<file path="src/rtl/mem_bridge.sv">
// rtl/mem_bridge.sv - data-memory bridge: core memory port to valid/ready memory bus
//
// Posts core stores into a circular write buffer. Loads are serialised behind
// every buffered store, so a load never overtakes an earlier store. Stall tells
// the core to hold its request stable.
//
// Optional feature: define MEM_BRIDGE_PERF_EN to add the StallCount output.
//
// Parameters:
//   XLEN        data/address width, 32 or 64
//   WBUF_DEPTH  write-buffer entries, power of two, >= 2
// Ports:
//   clk, reset            clock (rising edge), asynchronous active-low reset
//   MemEn, MemWriteEn     core request valid, store (1) or load (0)
//   MemAdr                core byte address
//   MemWriteData          store data, lane-aligned
//   MemWriteByteEn        store byte strobes
//   MemReadData           load result, valid in the cycle a load completes
//   Stall                 core must hold its request while high
//   req_valid/req_ready   bus request handshake
//   req_write             bus request is a write
//   req_addr              word-aligned bus address
//   req_wdata, req_strb   write data and strobes (strobes zero for reads)
//   resp_valid/resp_rdata single-cycle read data return
//   StallCount            saturating count of stalled cycles (MEM_BRIDGE_PERF_EN only)
module mem_bridge #(
  parameter int XLEN       = 32,
  parameter int WBUF_DEPTH = 4
) (
  input  logic              clk,
  input  logic              reset,
  input  logic              MemEn,
  input  logic              MemWriteEn,
  input  logic [XLEN-1:0]   MemAdr,
  input  logic [XLEN-1:0]   MemWriteData,
  input  logic [XLEN/8-1:0] MemWriteByteEn,
  output logic [XLEN-1:0]   MemReadData,
  output logic              Stall,
  output logic              req_valid,
  input  logic              req_ready,
  output logic              req_write,
  output logic [XLEN-1:0]   req_addr,
  output logic [XLEN-1:0]   req_wdata,
  output logic [XLEN/8-1:0] req_strb,
  input  logic              resp_valid,
  input  logic [XLEN-1:0]   resp_rdata
`ifdef MEM_BRIDGE_PERF_EN
  ,
  output logic [31:0]       StallCount
`endif
);

  localparam int NB = XLEN / 8;
  localparam int PW = $clog2(WBUF_DEPTH);
  localparam int CW = PW + 1;

  typedef enum logic [2:0] {
    IDLE,
    DRAIN,
    LREQ,
    LWAIT,
    LDONE
  } state_t;

  state_t state, state_nx;

  logic [XLEN-1:0] wb_addr [WBUF_DEPTH];
  logic [XLEN-1:0] wb_data [WBUF_DEPTH];
  logic [NB-1:0]   wb_strb [WBUF_DEPTH];
  logic [PW-1:0]   head, tail;
  logic [CW-1:0]   count;

  logic [XLEN-1:0] ld_addr;
  logic [XLEN-1:0] ld_data;

  logic            store_req, load_req;
  logic [NB-1:0]   eff_strb;
  logic [XLEN-1:0] adr_aligned;
  logic            wb_full, wb_empty;
  logic            wr_phase;
  logic            push, pop;

  assign store_req   = MemEn & MemWriteEn;
  assign load_req    = MemEn & ~MemWriteEn;
  assign eff_strb    = MemWriteByteEn & {NB{MemWriteEn}};
  assign adr_aligned = MemAdr & ~XLEN'(NB - 1);
  assign wb_full     = (count == CW'(WBUF_DEPTH));
  assign wb_empty    = (count == '0);

  // The buffer head owns the bus except while the load itself is on it.
  assign wr_phase = (state != LREQ) && (state != LWAIT);

  // A full buffer stalls a store even when the head pops this cycle: the stall
  // then never depends on the bus ready.
  // A zero-strobe store is accepted without entering the buffer.
  assign push = store_req & ~wb_full & (|eff_strb);
  assign pop  = wr_phase & ~wb_empty & req_ready;

  assign Stall = (store_req & wb_full) | (load_req & (state != LDONE));

  assign MemReadData = ld_data;

  // Bus fields come only from registered state, never from the core inputs.
  always_comb begin
    req_valid = 1'b0;
    req_write = 1'b0;
    req_addr  = '0;
    req_wdata = '0;
    req_strb  = '0;
    if (state == LREQ) begin
      req_valid = 1'b1;
      req_addr  = ld_addr;
    end else if (wr_phase && !wb_empty) begin
      req_valid = 1'b1;
      req_write = 1'b1;
      req_addr  = wb_addr[head];
      req_wdata = wb_data[head];
      req_strb  = wb_strb[head];
    end
  end

  // Entry contents need no reset: they are only visible while count != 0.
  always_ff @(posedge clk) begin
    if (push) begin
      wb_addr[tail] <= adr_aligned;
      wb_data[tail] <= MemWriteData;
      wb_strb[tail] <= eff_strb;
    end
  end

  always_ff @(posedge clk or negedge reset) begin
    if (!reset) begin
      head  <= '0;
      tail  <= '0;
      count <= '0;
    end else begin
      if (push) tail <= tail + 1'b1;
      if (pop)  head <= head + 1'b1;
      case ({push, pop})
        2'b10:   count <= count + 1'b1;
        2'b01:   count <= count - 1'b1;
        default: count <= count;
      endcase
    end
  end

  always_ff @(posedge clk or negedge reset) begin
    if (!reset) begin
      state   <= IDLE;
      ld_addr <= '0;
      ld_data <= '0;
    end else begin
      state <= state_nx;
      if (state == IDLE && load_req) ld_addr <= adr_aligned;
      if (state == LWAIT && resp_valid) ld_data <= resp_rdata;
    end
  end

  always_comb begin
    state_nx = state;
    case (state)
      IDLE:    if (load_req) state_nx = wb_empty ? LREQ : DRAIN;
      DRAIN:   if (wb_empty) state_nx = LREQ;
      LREQ:    if (req_ready) state_nx = LWAIT;
      LWAIT:   if (resp_valid) state_nx = LDONE;
      LDONE:   state_nx = IDLE;
      default: state_nx = IDLE;
    endcase
  end

`ifdef MEM_BRIDGE_PERF_EN
  always_ff @(posedge clk or negedge reset) begin
    if (!reset) begin
      StallCount <= '0;
    end else if (Stall && (StallCount != 32'hFFFF_FFFF)) begin
      StallCount <= StallCount + 32'd1;
    end
  end
`endif

endmodule

</file>
<file path="config.mk">
export PLATFORM = sky130hd
export DESIGN_NAME = mem_bridge
export DESIGN_NICKNAME = d
export VERILOG_FILES = /design/src/rtl/mem_bridge.sv
export SDC_FILE = /design/constraint.sdc
export NUM_CORES = 1
export LEC_CHECK = 0
export ABC_AREA = 0
export CORE_MARGIN = 2
export CORE_UTILIZATION = 58
export CTS_CLUSTER_SIZE = 40
export DETAILED_ROUTE_END_ITERATION = 10
export PLACE_DENSITY = 0.85
export SYNTH_ARGS = -nofsm -noshare
export SYNTH_HDL_FRONTEND = slang
export SYNTH_SLANG_ARGS = --single-unit
</file>
<file path="constraint.sdc">
create_clock -name clk -period 6.1 [get_ports clk]
set_clock_uncertainty 0.05 [all_clocks]
set_input_delay 0.61 -clock clk [delete_from_list [all_inputs] [get_ports clk]]
set_output_delay 0.61 -clock clk [all_outputs]
set_load 0.005 [all_outputs]
</file>
==> flow_metrics.tcl <==
set metrics [dict create \
    overflow 0 \
    ys_seq_area_share_pct 73.7 \
    num_vias 6787 \
    syn_inst 627 \
    drt_pass1_iterations 5 \
    ir_worst_vdd_uv 297 \
    place_worst_setup_slack_ns 2.50 \
    finalMaxSlewViolations 0 \
    final.period_utilization_pct 66.2 \
    final_nets 944 \
    final_antenna_net_count 0 \
    ys_warn_count 0 \
    io_pins 209 \
    grt_max_degree 73 \
    slowest_delay_ns 1.10 \
    endpoint_kind "output pin" \
    worst-r2r-setup-slack_ns 3.52 \
    cp_cell_sequence "buf_4, mux4_2, and3_1, clkdlybuf4s50_1" \
    drc 0 \
    fin_total_pwr_mw 8.04 \
    reg2reg_from "count[0]$_DFFE_PN0P_" \
    finalSetupTns_ns 0 \
    post-synth-top-count-cell "edfxtp_1" \
    track_usage_pct 23.1 \
    drtIter0Drc 412 \
    status "finished, final reports clean" \
    crit_type "reg2out" \
    cts_root_buffer "clkbuf_16" \
    viasPerCell 5.94 \
    rsz0062_at_grt "false" \
    synthesis.area_sq_um 13200 \
    htreeDepth 2 \
    cp.arrival_ns 3.38 \
    crit_fanout 49 \
    startpoint_type "register" \
    area_delta_synth_final_pct 24.9 \
    postCtsResizedCells 0 \
    fmax_ghz 0.248 \
    worst_pin_slew_ns 1.08 \
    crit_path_top_delay_cell "dfrtp_4" \
    die_w_um 155 \
    dieArea_sq_um 24000 \
    period_minus_slack_ns 4.04 \
    synth_top_area_share_pct 60.1 \
    setup_ws_ns 2.06 \
    slew_headroom_pct 27.7 \
    fin_util_pct 73.3 \
    ys_ff_latch 336 \
    min_path_type "in2async" \
    p_per_area_nw_per_um2 487 \
    start_util_pct 58.7 \
    r2r_end "wb_addr[1][10]$_DFFE_PP_" \
    ys_types 38 \
    clk-insertion-delay-late_ns 0.50 \
    cts.path.max_buffers 3 \
    cts_tree "done" \
    setup_violations 0 \
    drt-total-wl_um 27200 \
    numCtsBuffers 35 \
    hold_viol 0 \
    required_ns 5.44 \
    globalplace.congestion 0.776 \
    layout-drive-gt1-share_pct 22.8 \
    syn_area_per_cell_sq_um 21.1 \
    yosys.area.top_type "edfxtp_1" \
    postCtsSetupBuffers 0 \
    coreArea_sq_um 22500 \
    grt_pass1_wl_um 42000 \
    clock_sinks 336 \
    antenna_found_initial 0 \
    synth_top_cells_by_area "edfxtp_1 (60%), dfrtp_1 (14%), mux4_2 (11%), mux2_2 (3.2%), mux2_4 (2.7%)" \
    grt_pass1_vias 7436 \
    r2r_cells 3 \
    fp-row-count 55 \
    synthFlopType "edfxtp_1" \
    die_y_um 155 \
    antenna_cells 0 \
    dp_hpwl_um 15600 \
    io_buffers 204 \
    drv_cap 0 \
    wl_per_cell_um 23.8 \
    synth.top_cells.by_count "edfxtp_1 (264), dfrtp_1 (72), mux4_2 (66)" \
    async_flop_share_pct 21.4 \
    synth_edf_count 264 \
    p_leak_nw 5.95 \
    holdBufCountCts 0 \
    clkTransAtPathRegs_ns 0.06 \
]
==> worst max-delay path by stage <==
stage / slack [ns] / startpoint / to / depth (start not counted)
after global placement: 2.54 / head[0]$_DFFE_PN0P_ / req_wdata[0] / 4
after floorplan: 2.88 / MemWriteByteEn[0] / wb_addr[0][0]$_DFFE_PP_ / 3
after CTS: 1.95 / head[0]$_DFFE_PN0P_ / req_wdata[11] / 4
after global routing: 1.82 / head[0]$_DFFE_PN0P_ / req_wdata[3] / 4
final: 2.06 / head[0]$_DFFE_PN0P_ / req_wdata[11] / 4
after detailed placement: 2.50 / head[0]$_DFFE_PN0P_ / req_wdata[5] / 4
==> critical path, delay by kind of cell (launching register included) <==
kind	cells	cell delay (ns)
and+or+nand+nor	1	0.21
DFF	1	1.10
muxes	1	0.55
buffers and inverters	2	0.99
==> cell usage in the layout, fill, tap and decap left out, drive strengths merged <==
cell	count
or3	1
edfxtp	264
bufinv	5
a22o	30
xnor2	3
conb	2
nor4	1
nand4	1
clkinv	12
nand2	3
mux2	63
a2111oi	1
clkdlybuf4s50	203
or2	2
fa	1
and3	37
nor3	2
clkbuf	43
clkinvlp	1
nor2b	1
mux4	66
a221oi	1
dfrtp	72
a21oi	2
nand3b	1
xor2	3
ha	5
o211ai	3
nor2	3
and2	9
nand2b	1
inv	11
buf	3
mux2i	1
==> kinds of logic (layout without fill, tap and decap cells) <==
| logic type | after synthesis | after routing | share of synthesized area [%] |
|---|---|---|---|
| flip-flops | 336 | 336 | 73.7 |
| multiplexers | 130 | 130 | 17.4 |
| AND/OR/NAND/NOR | 62 | 62 | 2.93 |
| buffers and inverters | 49 | 278 | 2.42 |
| AO/OA/AOI/OAI | 37 | 37 | 2.51 |
| adder cells (fa/ha/maj) | 6 | 6 | 0.626 |
| XOR/XNOR | 6 | 6 | 0.398 |
| other | 1 | 2 | 0.0284 |
==> through the flow <==
step	cells	hold WS [ns]	cell area (sq um)
final	1142	0.219	16500
after CTS	1142	0.256	16500
after floorplan	628	0.264	13200
after global routing	1142	0.308	16500
after detailed placement	1080	0.444	15400
after global placement	1080	0.429	15400
==> sequential cells by signal, indices dropped and copies added (netlist names) <==
| register | flops |
|---|---|
| ld_addr | 30 |
| count | 3 |
| wb_addr | 120 |
| MemReadData | 32 |
| tail | 2 |
| state | 3 |
| head | 2 |
| wb_strb | 16 |
| wb_data | 128 |
==> layout make-up <==
type                       count  area [sq um]
timing repair buffer         206          2050
tap                          285           357
fill                        1246          6010
clock inverter                19           226
clock buffer                  43           906
multi-input combinational    243          3170
sequential                   336          9740
inverter                      10          37.5
==> per-layer routing <==
| metal | share of wire [%] | GRT usage (%) |
|---|---|---|
| met5 | 0 | 0 |
| met4 | 2.3 | 6.92 |
| met3 | 6.4 | 5.32 |
| met2 | 52 | 39.8 |
| met1 | 39 | 29.9 |
==> power by group <==
| group | switching [mW] | internal, mW |
|---|---|---|
| clock | 0.826 | 1.27 |
| combinational | 0.933 | 1.70 |
| sequential | 0.392 | 2.91 |
(Power assumes the default switching activity.)
